### config.mk
export PLATFORM = sky130hd
export DESIGN_NAME = text_scroller
export DESIGN_NICKNAME = d
export VERILOG_FILES = /design/src/rtl/text_pkg.sv /design/src/rtl/char_rom.sv /design/src/rtl/text_scroller.sv
export SDC_FILE = /design/constraint.sdc
export NUM_CORES = 1
export LEC_CHECK = 0
export BUFFER_PORTS_ARGS = -buffer_cell sky130_fd_sc_hd__buf_2
export CAP_MARGIN = 20
export CORE_MARGIN = 5
export CORE_UTILIZATION = 35
export CTS_CLUSTER_SIZE = 8
export DETAILED_ROUTE_END_ITERATION = 10
export PLACE_DENSITY = 0.59
export SETUP_SLACK_MARGIN = 0.02
export SKIP_LAST_GASP = 1
export SLEW_MARGIN = 30
export SYNTH_ARGS = -nofsm -noshare
export SYNTH_HDL_FRONTEND = slang
export SYNTH_HIERARCHICAL = 1
export SYNTH_SLANG_ARGS = --single-unit
### constraint.sdc
create_clock -name clk -period 7 [get_ports clk]
set_input_delay 0.7 -clock clk [delete_from_list [all_inputs] [get_ports clk]]
set_output_delay 0.7 -clock clk [all_outputs]
set_load 0.02 [all_outputs]
### src/rtl/text_pkg.sv
// Shared definitions for the text scroller: character code map, glyph
// geometry and the column bit-order used on col_out.
package text_pkg;

  localparam int CODE_W     = 6;
  localparam int GLYPH_COLS = 8;
  localparam int GLYPH_ROWS = 7;

  // Character code map. Codes above the punctuation range render blank.
  localparam logic [CODE_W-1:0] CODE_SPACE    = 6'd0;
  localparam logic [CODE_W-1:0] CODE_A        = 6'd1;
  localparam logic [CODE_W-1:0] CODE_Z        = 6'd26;
  localparam logic [CODE_W-1:0] CODE_DIGIT0   = 6'd27;
  localparam logic [CODE_W-1:0] CODE_DIGIT9   = 6'd36;
  localparam logic [CODE_W-1:0] CODE_PERIOD   = 6'd37;
  localparam logic [CODE_W-1:0] CODE_COMMA    = 6'd38;
  localparam logic [CODE_W-1:0] CODE_EXCLAIM  = 6'd39;
  localparam logic [CODE_W-1:0] CODE_QUESTION = 6'd40;
  localparam logic [CODE_W-1:0] CODE_DASH     = 6'd41;
  localparam logic [CODE_W-1:0] CODE_COLON    = 6'd42;

  // col_out bit order: bit0 is the top LED row, bit6 the bottom row and
  // bit7 is a pad that is always driven low.
  localparam int COL_TOP_BIT    = 0;
  localparam int COL_BOTTOM_BIT = 6;
  localparam int COL_PAD_BIT    = 7;

  typedef logic [GLYPH_ROWS-1:0] glyph_col_t;

  // One registered output beat of the scanner.
  typedef struct packed {
    logic [7:0] col;
    logic       valid;
    logic       char_start;
    logic       frame_start;
  } col_beat_t;

  // Widen a 7-row glyph column to the 8-bit output format with the pad low.
  function automatic logic [7:0] pad_column(input glyph_col_t g);
    return {1'b0, g};
  endfunction

endpackage

### src/rtl/char_rom.sv
// Combinational glyph ROM: maps a character code and a column number to the
// 7-row bitmap of that column. Each glyph uses columns 0..5; columns 6 and 7
// are always blank so characters are separated by a gap when CHAR_W > 6.
// Table entries list column 0 in the most significant byte.
module char_rom
  import text_pkg::*;
(
  input  logic [CODE_W-1:0] code,
  input  logic [2:0]        col,
  output logic [6:0]        glyph
);

  logic [47:0] cols;

  // Look up the six drawable columns of the selected character.
  always_comb begin
    cols = 48'h0;
    case (code)
      6'd1:  cols = 48'h7C_12_11_11_12_7C;
      6'd2:  cols = 48'h7F_49_49_49_36_00;
      6'd3:  cols = 48'h3E_41_41_41_22_00;
      6'd4:  cols = 48'h7F_41_41_22_1C_00;
      6'd5:  cols = 48'h7F_49_49_49_41_00;
      6'd6:  cols = 48'h7F_09_09_09_01_00;
      6'd7:  cols = 48'h3E_41_49_49_7A_00;
      6'd8:  cols = 48'h7F_08_08_08_7F_00;
      6'd9:  cols = 48'h00_41_7F_41_00_00;
      6'd10: cols = 48'h20_40_41_3F_01_00;
      6'd11: cols = 48'h7F_08_14_22_41_00;
      6'd12: cols = 48'h7F_40_40_40_40_00;
      6'd13: cols = 48'h7F_02_0C_02_7F_00;
      6'd14: cols = 48'h7F_04_08_10_7F_00;
      6'd15: cols = 48'h3E_41_41_41_3E_00;
      6'd16: cols = 48'h7F_09_09_09_06_00;
      6'd17: cols = 48'h3E_41_51_21_5E_00;
      6'd18: cols = 48'h7F_09_19_29_46_00;
      6'd19: cols = 48'h46_49_49_49_31_00;
      6'd20: cols = 48'h01_01_7F_01_01_00;
      6'd21: cols = 48'h3F_40_40_40_3F_00;
      6'd22: cols = 48'h1F_20_40_20_1F_00;
      6'd23: cols = 48'h3F_40_38_40_3F_00;
      6'd24: cols = 48'h63_14_08_14_63_00;
      6'd25: cols = 48'h07_08_70_08_07_00;
      6'd26: cols = 48'h61_51_49_45_43_00;
      6'd27: cols = 48'h3E_61_51_49_45_3E;
      6'd28: cols = 48'h00_42_7F_40_00_00;
      6'd29: cols = 48'h42_61_51_49_46_00;
      6'd30: cols = 48'h21_41_45_4B_31_00;
      6'd31: cols = 48'h18_14_12_7F_10_00;
      6'd32: cols = 48'h27_45_45_45_39_00;
      6'd33: cols = 48'h3C_4A_49_49_30_00;
      6'd34: cols = 48'h01_71_09_05_03_00;
      6'd35: cols = 48'h36_49_49_49_36_00;
      6'd36: cols = 48'h06_49_49_29_1E_00;
      6'd37: cols = 48'h00_60_60_00_00_00;
      6'd38: cols = 48'h00_50_30_00_00_00;
      6'd39: cols = 48'h00_00_5F_00_00_00;
      6'd40: cols = 48'h02_01_51_09_06_00;
      6'd41: cols = 48'h08_08_08_08_08_00;
      6'd42: cols = 48'h00_36_36_00_00_00;
      default: cols = 48'h0;
    endcase
  end

  // Pick the requested column; columns 6 and 7 form the blank gap.
  always_comb begin
    glyph = 7'h00;
    case (col)
      3'd0: glyph = cols[46:40];
      3'd1: glyph = cols[38:32];
      3'd2: glyph = cols[30:24];
      3'd3: glyph = cols[22:16];
      3'd4: glyph = cols[14:8];
      3'd5: glyph = cols[6:0];
      default: glyph = 7'h00;
    endcase
  end

endmodule

### src/rtl/text_scroller.sv
// Run-time loadable column scroller. Character codes are appended to a
// message buffer; while running, the address stage walks every column of
// every stored character and the output stage registers one 7-row column
// per clock, with character and frame markers for the downstream driver.
module text_scroller
  import text_pkg::*;
#(
  parameter int MSG_LEN = 32,
  parameter int CODE_W  = text_pkg::CODE_W,
  parameter int CHAR_W  = 8
) (
  input  logic              clk,
  input  logic              reset,
  input  logic              clr,
  input  logic              wr_en,
  input  logic [CODE_W-1:0] wr_code,
  input  logic              run,
  input  logic              invert,
  output logic [7:0]        col_out,
  output logic              col_valid,
  output logic              char_start,
  output logic              frame_start,
  output logic              full
);

  localparam int IDX_W = $clog2(MSG_LEN);
  localparam int LEN_W = IDX_W + 1;
  localparam logic [LEN_W-1:0] LEN_MAX  = LEN_W'(MSG_LEN);
  localparam logic [2:0]       COL_LAST = 3'(CHAR_W - 1);

  logic [CODE_W-1:0] msg_buf [MSG_LEN];
  logic [LEN_W-1:0]  len;
  logic [IDX_W-1:0]  char_idx;
  logic [2:0]        col_idx;

  logic              scan_active;
  logic              can_write;
  logic              col_wrap;
  logic              char_wrap;
  logic [CODE_W-1:0] cur_code;
  logic [6:0]        glyph;
  col_beat_t         beat_next;
  col_beat_t         beat_q;

  char_rom u_char_rom (
    .code  (cur_code),
    .col   (col_idx),
    .glyph (glyph)
  );

  // Decode scan and write conditions from the current address state; the
  // wrap test deliberately uses the live length so appended characters join
  // the scan on the next pass.
  always_comb begin
    scan_active = run && (len != '0);
    can_write   = wr_en && !clr && (len != LEN_MAX);
    col_wrap    = (col_idx == COL_LAST);
    char_wrap   = ({1'b0, char_idx} == (len - LEN_W'(1)));
    cur_code    = msg_buf[char_idx];
  end

  // Message storage is not reset; stale entries stay hidden behind len.
  always_ff @(posedge clk) begin
    if (!reset && can_write) begin
      msg_buf[len[IDX_W-1:0]] <= wr_code;
    end
  end

  // Length and scan address counters; clear beats a same-cycle write.
  always_ff @(posedge clk) begin
    if (reset || clr) begin
      len      <= '0;
      char_idx <= '0;
      col_idx  <= '0;
    end else begin
      if (can_write) begin
        len <= len + LEN_W'(1);
      end
      if (scan_active) begin
        if (col_wrap) begin
          col_idx  <= '0;
          char_idx <= char_wrap ? '0 : char_idx + IDX_W'(1);
        end else begin
          col_idx <= col_idx + 3'd1;
        end
      end
    end
  end

  // Form the next output beat from the address stage; idle beats are all zero.
  always_comb begin
    beat_next = '0;
    if (scan_active) begin
      beat_next.col         = pad_column(glyph ^ (invert ? 7'h7F : 7'h00));
      beat_next.valid       = 1'b1;
      beat_next.char_start  = (col_idx == 3'd0);
      beat_next.frame_start = (col_idx == 3'd0) && (char_idx == '0);
    end
  end

  // Output register plus the full flag, which trails len by one cycle.
  always_ff @(posedge clk) begin
    if (reset) begin
      beat_q <= '0;
      full   <= 1'b0;
    end else begin
      beat_q <= beat_next;
      full   <= (len == LEN_MAX);
    end
  end

  assign col_out     = beat_q.col;
  assign col_valid   = beat_q.valid;
  assign char_start  = beat_q.char_start;
  assign frame_start = beat_q.frame_start;

endmodule

Word-level counts from Yosys, hierarchy flattened
Memory sizes are Yosys's and may differ from the RTL's. A register that Yosys moved wholly into a read port is not among the register bits.
Index checks and enable logic that the tools add are counted.
- bits in registers: 26
- latch bits: 0
- bits in writable memories: 192
- bits in read-only memories: 2624
- memories kept: 2
- memory list (memory ; words ; width ; read ports ; clocked after Yosys merged registers in ; write ports ; line ; RTL):
    (no name shown) ; 64 ; 41 ; 1 ; 0 ; 0 ; char_rom.sv:18 ; case (code)
    msg_buf ; 32 ; 6 ; 1 ; 1 ; 1 ; text_scroller.sv:31 ; logic [CODE_W-1:0] msg_buf [MSG_LEN];
- add/subtract/negate cells: 4
- multiply operators: 0
- divide/modulo/power cells: 0
- magnitude comparators: 0
- equality and inequality tests: 9
- shift operators: 0
- mux-type cells: 9
- bitwise logic cells: 2
- reductions and logical operators: 13
- operator list (operator ; count):
    $pmux W7 S6 ; 1
    $mux W5 ; 3
    $eq A3 B3 Y1 const B ; 3
    $mux W7 ; 1
    $xor A7 B7 Y7 ; 1
    $add A6 B1 Y6 const B ; 1
    $eq A3 B2 Y1 const B ; 2
    $eq A5 B6 Y1 ; 1
    $eq A6 B6 Y1 const B ; 1
    $mux W3 ; 2
    $ne A6 B6 Y1 const B ; 1
    $reduce_bool A6 Y1 ; 1
    $sub A6 B1 Y6 const B ; 1
    $add A5 B1 Y5 const B ; 1
    $logic_and A1 B1 Y1 ; 5
    $logic_not A5 Y1 ; 1
    $add A3 B1 Y3 const B ; 1
    $eq A3 B1 Y1 const B ; 1
    $logic_not A3 Y1 ; 1
    $logic_not A1 Y1 ; 2
    $mux W1 ; 2
    $reduce_and A2 Y1 ; 1
    $reduce_or A2 Y1 ; 1
    $logic_or A1 B1 Y1 ; 1
    $not A1 Y1 ; 1

Logic depth before layout (Yosys ltp)
Gate-level depths: netlist (run 1).
- depth in word-level cells: 6
- mapped depth: 16

Hierarchy
The synthesis (run 1) kept the hierarchy.
- by module, submodules not included (module ; instances ; cells an instance ; area an instance (µm²) ; seq. area each (µm²)):
    text_scroller ; 1 ; 471 ; 8809.7 ; 6366.1
    char_rom ; 1 ; 355 ; 2193.4 ; 0.0

Worst setup path after synthesis (run 1)
OpenSTA, ideal clock, no wires.
- kind: reg2reg
- start: register with a tool-made name
- end: register beat_q, in the netlist col_out[1]
- setup time: 116 ps
- arrival time: 4133 ps
- slack: 2750 ps
- stages on the path, launching flop included: 17
- period minus slack after synthesis: 4250 ps
- path through: dfxtp_1 -> clkbuf_1 -> clkbuf_1 -> mux4_2 -> mux4_2 -> mux2_2 -> clkbuf_1 -> inv_1 -> ha_1 -> buf_2 -> nor2_1 -> or2_0 -> a311oi_1 -> o32ai_1 -> or4b_1 -> xnor2_1 -> nor2_1
- RTL lines (what ; line ; RTL):
    end signal: assignment ; text_scroller.sv:107 ; beat_q <= beat_next;
    end: declaration ; text_scroller.sv:43 ; col_beat_t beat_q;

==> impl_results.md, run 1 <==
- Synth Instances: 826
- Final nets: between 800 and 900
- Worst-Margin Slew: ~890 ps
- Reg2Reg Depth: 13
- Fin. Hold Viols: 0
- Setup CP Type: register to register
- Reg2reg end: col_out[1]
- Initial antenna violation count: 0
- Register area share after synthesis: 0.579
- Pin count of the biggest net entering global routing: 49
- Reg-to-reg slack, setup: roughly 2100 ps
- Skew final: around 33 ps
- # diodes: 0
- Power per Cell Area: 234 nW/um^2
- Core area: 31300 sq um
- Placed instance area: around 11000 sq um
- Clock share of power: 0.457
- GP Congestion: around 0.9
- Max Slew Vio Count: 0
- Crit path time final: slightly below 5000 ps
- Setup TNS: 0 ps
- Post-synth top flop: edfxtp_1
- Pint: roughly 0.0023 W
- YS warnings: 6
- Max Cap Viol: 0
- DRC violations left: 0
- Post-route core utilization: 0.390
- HP Start: reset
- Type of origin of the critical path: register
- CP Capture Type: register
- Iter 0 DRT Violations: between 700 and 800
- Hold Worst Slack: ~370 ps
- CP arrival: roughly 5300 ps
- Switching part of the total: 0.203
- Unrepaired setup endpoints after global routing: no
- Hold Buf Count CTS: 0
- Switch Pwr: 0.000580 W
- Vias in the first global route: 6909
- Mapped Nets: between 800 and 900
- Worst skew pair latency: between 500 and 600 ps
- Maximum VDD drop: between 0.15 and 0.2 mV
- Final period util: 0.700
- Setup-failing EPs final: 0
- Min-delay worst type: primary input to register
- Clk slew on worst S/H paths: 50 ps
- Layout cell share with drive strength beyond 1: 0.176
- Die area: ~35000 sq um
- Vias: around 7000
- Initial Utilization: 0.351
- H-tree levels: 1
- Commonest cells after routing, fill and taps aside: 192 x edfxtp_1, 75 x nor2_1, 60 x mux4_2, 40 x nand2_1, 39 x o21ai_0
- Netlist cell types: 75
- Post-route ant nets: 0
- TritonRoute pass-1 iters: 6
- P_leak: 3.79 nW
- Most common cell after layout, fill and taps aside: edfxtp_1
- Hold path depth: 2
- Top Ports: 24
- First-pass GRT wire length: about 42000 um
- Sequential share of power: 0.504
- Number of buffers created by CTS: 31
- Post-CTS Repair Setup Buffers: 0
- Comb pwr share: 0.039
- Ys async rst share: 0
- Status: finished, final reports clean
- Fin area: between 10000 and 15000 sq um
- Die height: 187 um
- Number of I/O port buffers: 22
- Required time of the critical path: approximately 7400 ps
- Yosys reg bits: between 200 and 250
- Avg WL per Cell: 21.6 um
- Filler cells: about 2900
- Total congestion overflow: 0
- Mean Syn Cell Area: between 10 and 15 sq um
- Clk buf depth: 3
- WL final: 26700 um
- Clock sink total: ~220
- Post-DP HPWL: approximately 18000 um
- Post-synth EDFFs: around 190
- Post-Synthesis Cell Area: 11000 sq um
- Via/cell ratio: approximately 5.7
- Worst Hold End: full
- CP Max Fanout: 30
- Area grow syn2layout: 11.1%
- Pwr Total: 0.00286 W
- Fmax: a little over 0.2 GHz
- Post_cts resized: 0
- Root buf cell: clkbuf_16
- Slew headroom: 0.406
- Std cell rows: 65
- Total track usage: 0.148
- CTS tree: yes
- Die Wd: around 190 um
-- synthesized netlist by cell type (5+ instances only) --
library cell  count  share of area
nor2b_1          17         0.0097
o21ai_0          39          0.018
a31oi_1           5         0.0028
inv_1            13         0.0044
mux2_2            9         0.0092
o211ai_1         11         0.0075
nor3b_1           6         0.0041
nor3_1           12         0.0055
clkbuf_1         30          0.010
mux2i_1           8         0.0073
buf_1             5         0.0017
a211oi_1          9         0.0061
nand2_1          40          0.014
ha_1             17          0.019
xnor2_1          12         0.0096
mux4_2           60           0.12
nand3_1          21         0.0096
a21oi_1          36          0.016
nand2b_1         16         0.0091
buf_2            28          0.013
o22ai_1           5         0.0028
nor4_1            6         0.0034
o311ai_0          5         0.0040
edfxtp_1        192           0.52
nand4_1          10         0.0057
dfxtp_1          30          0.055
nor2_1           75          0.026
xor2_1            5         0.0040
nand3b_1          8         0.0055
and2_1            6         0.0034
-- flip-flops by register name, summed over array words and instances, names as in the netlist, named ones only --
register	count
char_idx	5
char_start	1
col_idx	3
col_out	7
col_valid	1
frame_start	1
full	1
len	6
msg_buf	192
-- stage by stage --
stage               instances  setup slack [ps]
finish                   1235              2100
global route             1235              1770
CTS                      1234              1940
detailed placement       1188              1950
global placement         1188              2030
floorplan                 826              2750
-- logic make-up after synthesis --
group | count (synthesis) | synth area share
simple gates | 248 | 0.116
flops | 222 | 0.579
compound gates | 162 | 0.0987
buf+inv | 82 | 0.0342
mux | 77 | 0.139
fa+ha+maj | 17 | 0.0193
xor+xnor | 17 | 0.0135
other cells | 1 | 0.000341
-- area by class of cell --
| class | count | area (sq um) | share of cell area |
|---|---|---|---|
| clock inverters | 1 | 8.76 | 0.000717 |
| well taps | 402 | 503 | 0.0412 |
| flip-flops and latches | 222 | 6370 | 0.522 |
| repair buffers | 29 | 183 | 0.0149 |
| inverters | 14 | 52.6 | 0.00430 |
| clock buffers | 45 | 838 | 0.0686 |
| multi-input cells | 522 | 4260 | 0.349 |
-- layer usage --
metal / global-route usage / vias to the layer above / wire length [um]
li1: - / 3211 / -
met1: 0.207 / 3486 / 11400
met2: 0.235 / 324 / 12400
met3: 0.0259 / 70 / 1970
met4: 0.0509 / 0 / 847
met5: 0 / - / 0
-- power groups by stage --
stage / Combinational [W] / Clock (W) / Sequential (W)
detailed placement: 0.000108 / 0 / 0.00147
finish: 0.000110 / 0.00131 / 0.00144
floorplan: 0.0000677 / 0 / 0.00147
global route: 0.000120 / 0.00140 / 0.00144
CTS: 0.000109 / 0.00134 / 0.00144
global placement: 0.000108 / 0 / 0.00147
-- how the worst max path moves through the flow --
stage | startpoint | to | slack (ps) | depth (start not counted)
after detailed placement | register | col_out[1] | 1950 | 12
after floorplan | register | col_out[1] | 2750 | 16
after global placement | register | col_out[1] | 2030 | 12
final | register | col_out[1] | 2100 | 13
after CTS | register | col_out[1] | 1940 | 12
after global routing | register | col_out[1] | 1770 | 13
-- worst max-delay path: stages (launching register included) --
cell,delay [ps]
dfxtp_4,600
buf_16,290
mux4_2,550
mux4_2,480
mux2_2,450
inv_1,240
ha_1,610
nor2b_1,300
o21ai_0,130
a32oi_1,230
a221oi_1,110
or4b_1,540
xnor2_1,160
nor2_1,50
Note: power is estimated with default switching activity, not from simulation.
==> run 2: changes to the inputs <==
Settings changed: ABC_AREA from default to 1, PLACE_DENSITY 0.59 to 0.6.
Clock period 7 ns to 4 ns, I/O delays scaled along.
==> run 2 against run 1 <==
  * Global-route usage rose by 3.0 points
  * Synthesized cell count rose by 61%
  * Die area rose by 3.7%
  * Via count rose by 32%
  * Worst setup slack got worse by 1600 ps
  * Worst hold slack got worse by 270 ps
  * Critical path depth rose by 8
  * Wire length rose by 21%
  * Power rose by 90%
  * Critical path type unchanged
==> impl_results.md, run 2 <==
- Setup TNS: 0 ps (unchanged)
- Post-CTS Repair Setup Buffers: 0 (unchanged)
- Setup-failing EPs final: 0 (unchanged)
- Synth top area share: 0.504 (was 0.524)
- Yosys reg bits: 222 (unchanged)
- Most common cell in the netlist: nand2_1 (was edfxtp_1)
- Top cells by count, synth: 476 x nand2_1, 242 x nand3_1, 192 x edfxtp_1 (was 192 x edfxtp_1, 75 x nor2_1, 60 x mux4_2)
- Unrepaired setup endpoints after global routing: no (unchanged)
- Post-route core utilization: 0.401 (was 0.390)
- Post-synth top flop: edfxtp_1 (unchanged)
- Register area share after synthesis: 0.557 (was 0.579)
- Crit path time final: 3510 ps (was 4900 ps)
- Type of origin of the critical path: register (unchanged)
- Worst-Margin Slew: 744 ps (was 889 ps)
- Most common cell after layout, fill and taps aside: nand2_1 (was edfxtp_1)
- Fin area: 13000 sq um (was 12200 sq um)
- Vias in the first global route: 9143 (was 6909)
- Final period util: 0.879 (was 0.700)
- Total track usage: 0.178 (was 0.148)
- Hold Worst Slack: 93.3 ps (was 368 ps)
- Clk slew on worst S/H paths: 50 ps (about the same)
- Std cell rows: 66 (was 65)
- Die height: 191 um (was 187 um)
- Mapped Nets: 1357 (was 855)
- Max Slew Vio Count: 0 (unchanged)
- Fin. Hold Viols: 0 (unchanged)
- Max reg flops: 192 (unchanged)
- Setup CP Type: register to register (unchanged)
- Ys async rst share: 0 (unchanged)
- Die area: 36400 sq um (was 35100 sq um)
- Netlist cell types: 37 (was 75)
- Number of I/O port buffers: 22 (unchanged)
- Power per Cell Area: 420 nW/um^2 (was 234 nW/um^2)
- CP Capture Type: register (unchanged)
- Slew headroom: 0.502 (was 0.406)
- Max Cap Viol: 0 (unchanged)
- Clk buf depth: 3 (unchanged)
- Post_cts resized: 0 (unchanged)
- Mean Syn Cell Area: 8.61 sq um (was 13.3 sq um)
- # diodes: 0 (unchanged)
- Clock sink total: 222 (unchanged)
- Root buf cell: clkbuf_16 (unchanged)
- Largest cells by area after synthesis: edfxtp_1 50%, nand2_1 16%, nand3_1 11% (was edfxtp_1 52%, mux4_2 12%, dfxtp_1 5.5%)
- Number of buffers created by CTS: 34 (was 31)
- Skew final: 19.2 ps (was 33.3 ps)
- Final nets: 1375 (was 849)
- Synth Instances: 1328 (was 826)
- Post-DP HPWL: 21800 um (was 17700 um)
- Filler cells: 3285 (was 2919)
- Required time of the critical path: 4360 ps (was 7430 ps)
- Layout cell share with drive strength beyond 1: 0.0966 (was 0.176)
- Pin count of the biggest net entering global routing: 49 (unchanged)
- Post-Synthesis Cell Area: 11400 sq um (was 11000 sq um)
- TritonRoute pass-1 iters: 6 (unchanged)
- Min-delay worst type: primary input to register (unchanged)
- Top cell type by total area after synthesis: edfxtp_1 (unchanged)
- First-pass GRT wire length: 50800 um (was 41500 um)
- DRC violations left: 0 (unchanged)
- Placed instance area: 12000 sq um (was 11300 sq um)
- Fmax: 0.285 GHz (was 0.204 GHz)
- Vias: 9329 (was 7091)
- Core area: 32400 sq um (was 31300 sq um)
- GP Congestion: 0.988 (was 0.913)
- Post-route ant nets: 0 (unchanged)
- Pwr Total: 0.00545 W (was 0.00286 W)
- Initial antenna violation count: 0 (unchanged)
- CP Max Fanout: 48 (was 30)
- Avg WL per Cell: 17.9 um (was 21.6 um)
- Worst skew pair latency: 500 ps (was 550 ps)
- Top Ports: 24 (unchanged)
- Commonest cells after routing, fill and taps aside: 476 x nand2_1, 242 x nand3_1, 192 x edfxtp_1, 113 x nor2_1, 56 x inv_1 (was 192 x edfxtp_1, 75 x nor2_1, 60 x mux4_2, 40 x nand2_1, 39 x o21ai_0)
- WL final: 32400 um (was 26700 um)
- Initial Utilization: 0.353 (was 0.351)
- Total congestion overflow: 0 (unchanged)
- Area grow syn2layout: 13.5% (was 11.1%)
- Maximum VDD drop: 0.288 mV (was 0.189 mV)
- Via/cell ratio: 5.16 (was 5.74)
- Die Wd: 191 um (was 187 um)
- Hold Buf Count CTS: 0 (unchanged)
- CP arrival: 3880 ps (was 5330 ps)
- H-tree levels: 2 (was 1)
- YS warnings: 6 (unchanged)
- Iter 0 DRT Violations: 1023 (was 758)
- Post-synth EDFFs: 192 (unchanged)
- P_leak: 5.13 nW (was 3.79 nW)
- Status: finished, final reports clean (unchanged)
- CTS tree: yes (unchanged)
run 2: final cells by class:
| class | count | area [sq um] | area share |
|---|---|---|---|
| clock buffers | 51 | 925 | 0.0713 |
| clock inverters | 5 | 93.8 | 0.00723 |
| inverters | 68 | 258 | 0.0199 |
| multi-input cells | 972 | 4430 | 0.342 |
| flip-flops and latches | 222 | 6370 | 0.491 |
| well taps | 442 | 553 | 0.0426 |
| repair buffers | 48 | 343 | 0.0264 |
run 2: power by group:
group          internal, W  leakage [nW]  switching [W]
clock              0.00172         0.489       0.000984
sequential         0.00252          1.97     0.00000360
combinational    0.0000567          2.68       0.000164
total              0.00430          5.13        0.00115
run 2: metrics by stage:
stage | worst slack (ps) | instances
after floorplan | 1120 | 1328
after global placement | 557 | 1752
after detailed placement | 615 | 1752
after CTS | 590 | 1808
after global routing | 236 | 1808
final | 486 | 1808
run 2: logic make-up (layout without fill, tap and decap cells):
logic type / Yosys count / after routing / synth area share
AOI/OAI and AO/OA: 60 / 60 / 0.0275
xor gates and xnor gates: 12 / 12 / 0.00919
adders and majority gates: 17 / 17 / 0.0186
buffers and inverters: 134 / 172 / 0.0560
DFF: 222 / 222 / 0.557
other: 1 / 1 / 0.000328
and+or+nand+nor: 882 / 882 / 0.332
run 2: routing by layer:
metal | vias up | global-route usage | wire length [um]
li1 | 4481 | - | -
met1 | 4439 | 0.233 | 13600
met2 | 335 | 0.296 | 15600
met3 | 74 | 0.0291 | 2050
met4 | 0 | 0.0721 | 1060
met5 | - | 0 | 0
run 2: path summary, 6_finish.rpt:
path                 start          to  slack (ps)  depth (start not counted)
setup / recovery  register  col_out[3]         490                         21
hold / removal       reset        full          90                          2
setup reg to reg  register  col_out[3]         490                         21
hold reg to reg     len[5]      len[5]         520                          2
run 2: critical path, stage by stage (launching register included):
cell	delay, ps
dfxtp_2	350
buf_4	430
nand2_1	130
nand3_1	120
nand3_1	80
nand2_1	110
nand2_1	60
nand3_1	130
and2_1	420
buf_4	290
nand2_1	240
nand2_1	190
nand2_1	60
nand2_1	70
nand2_1	50
nand2_1	80
nand2_1	50
nand2_1	140
nor2_1	70
nand2_1	70
xnor2_1	120
nor2_1	60
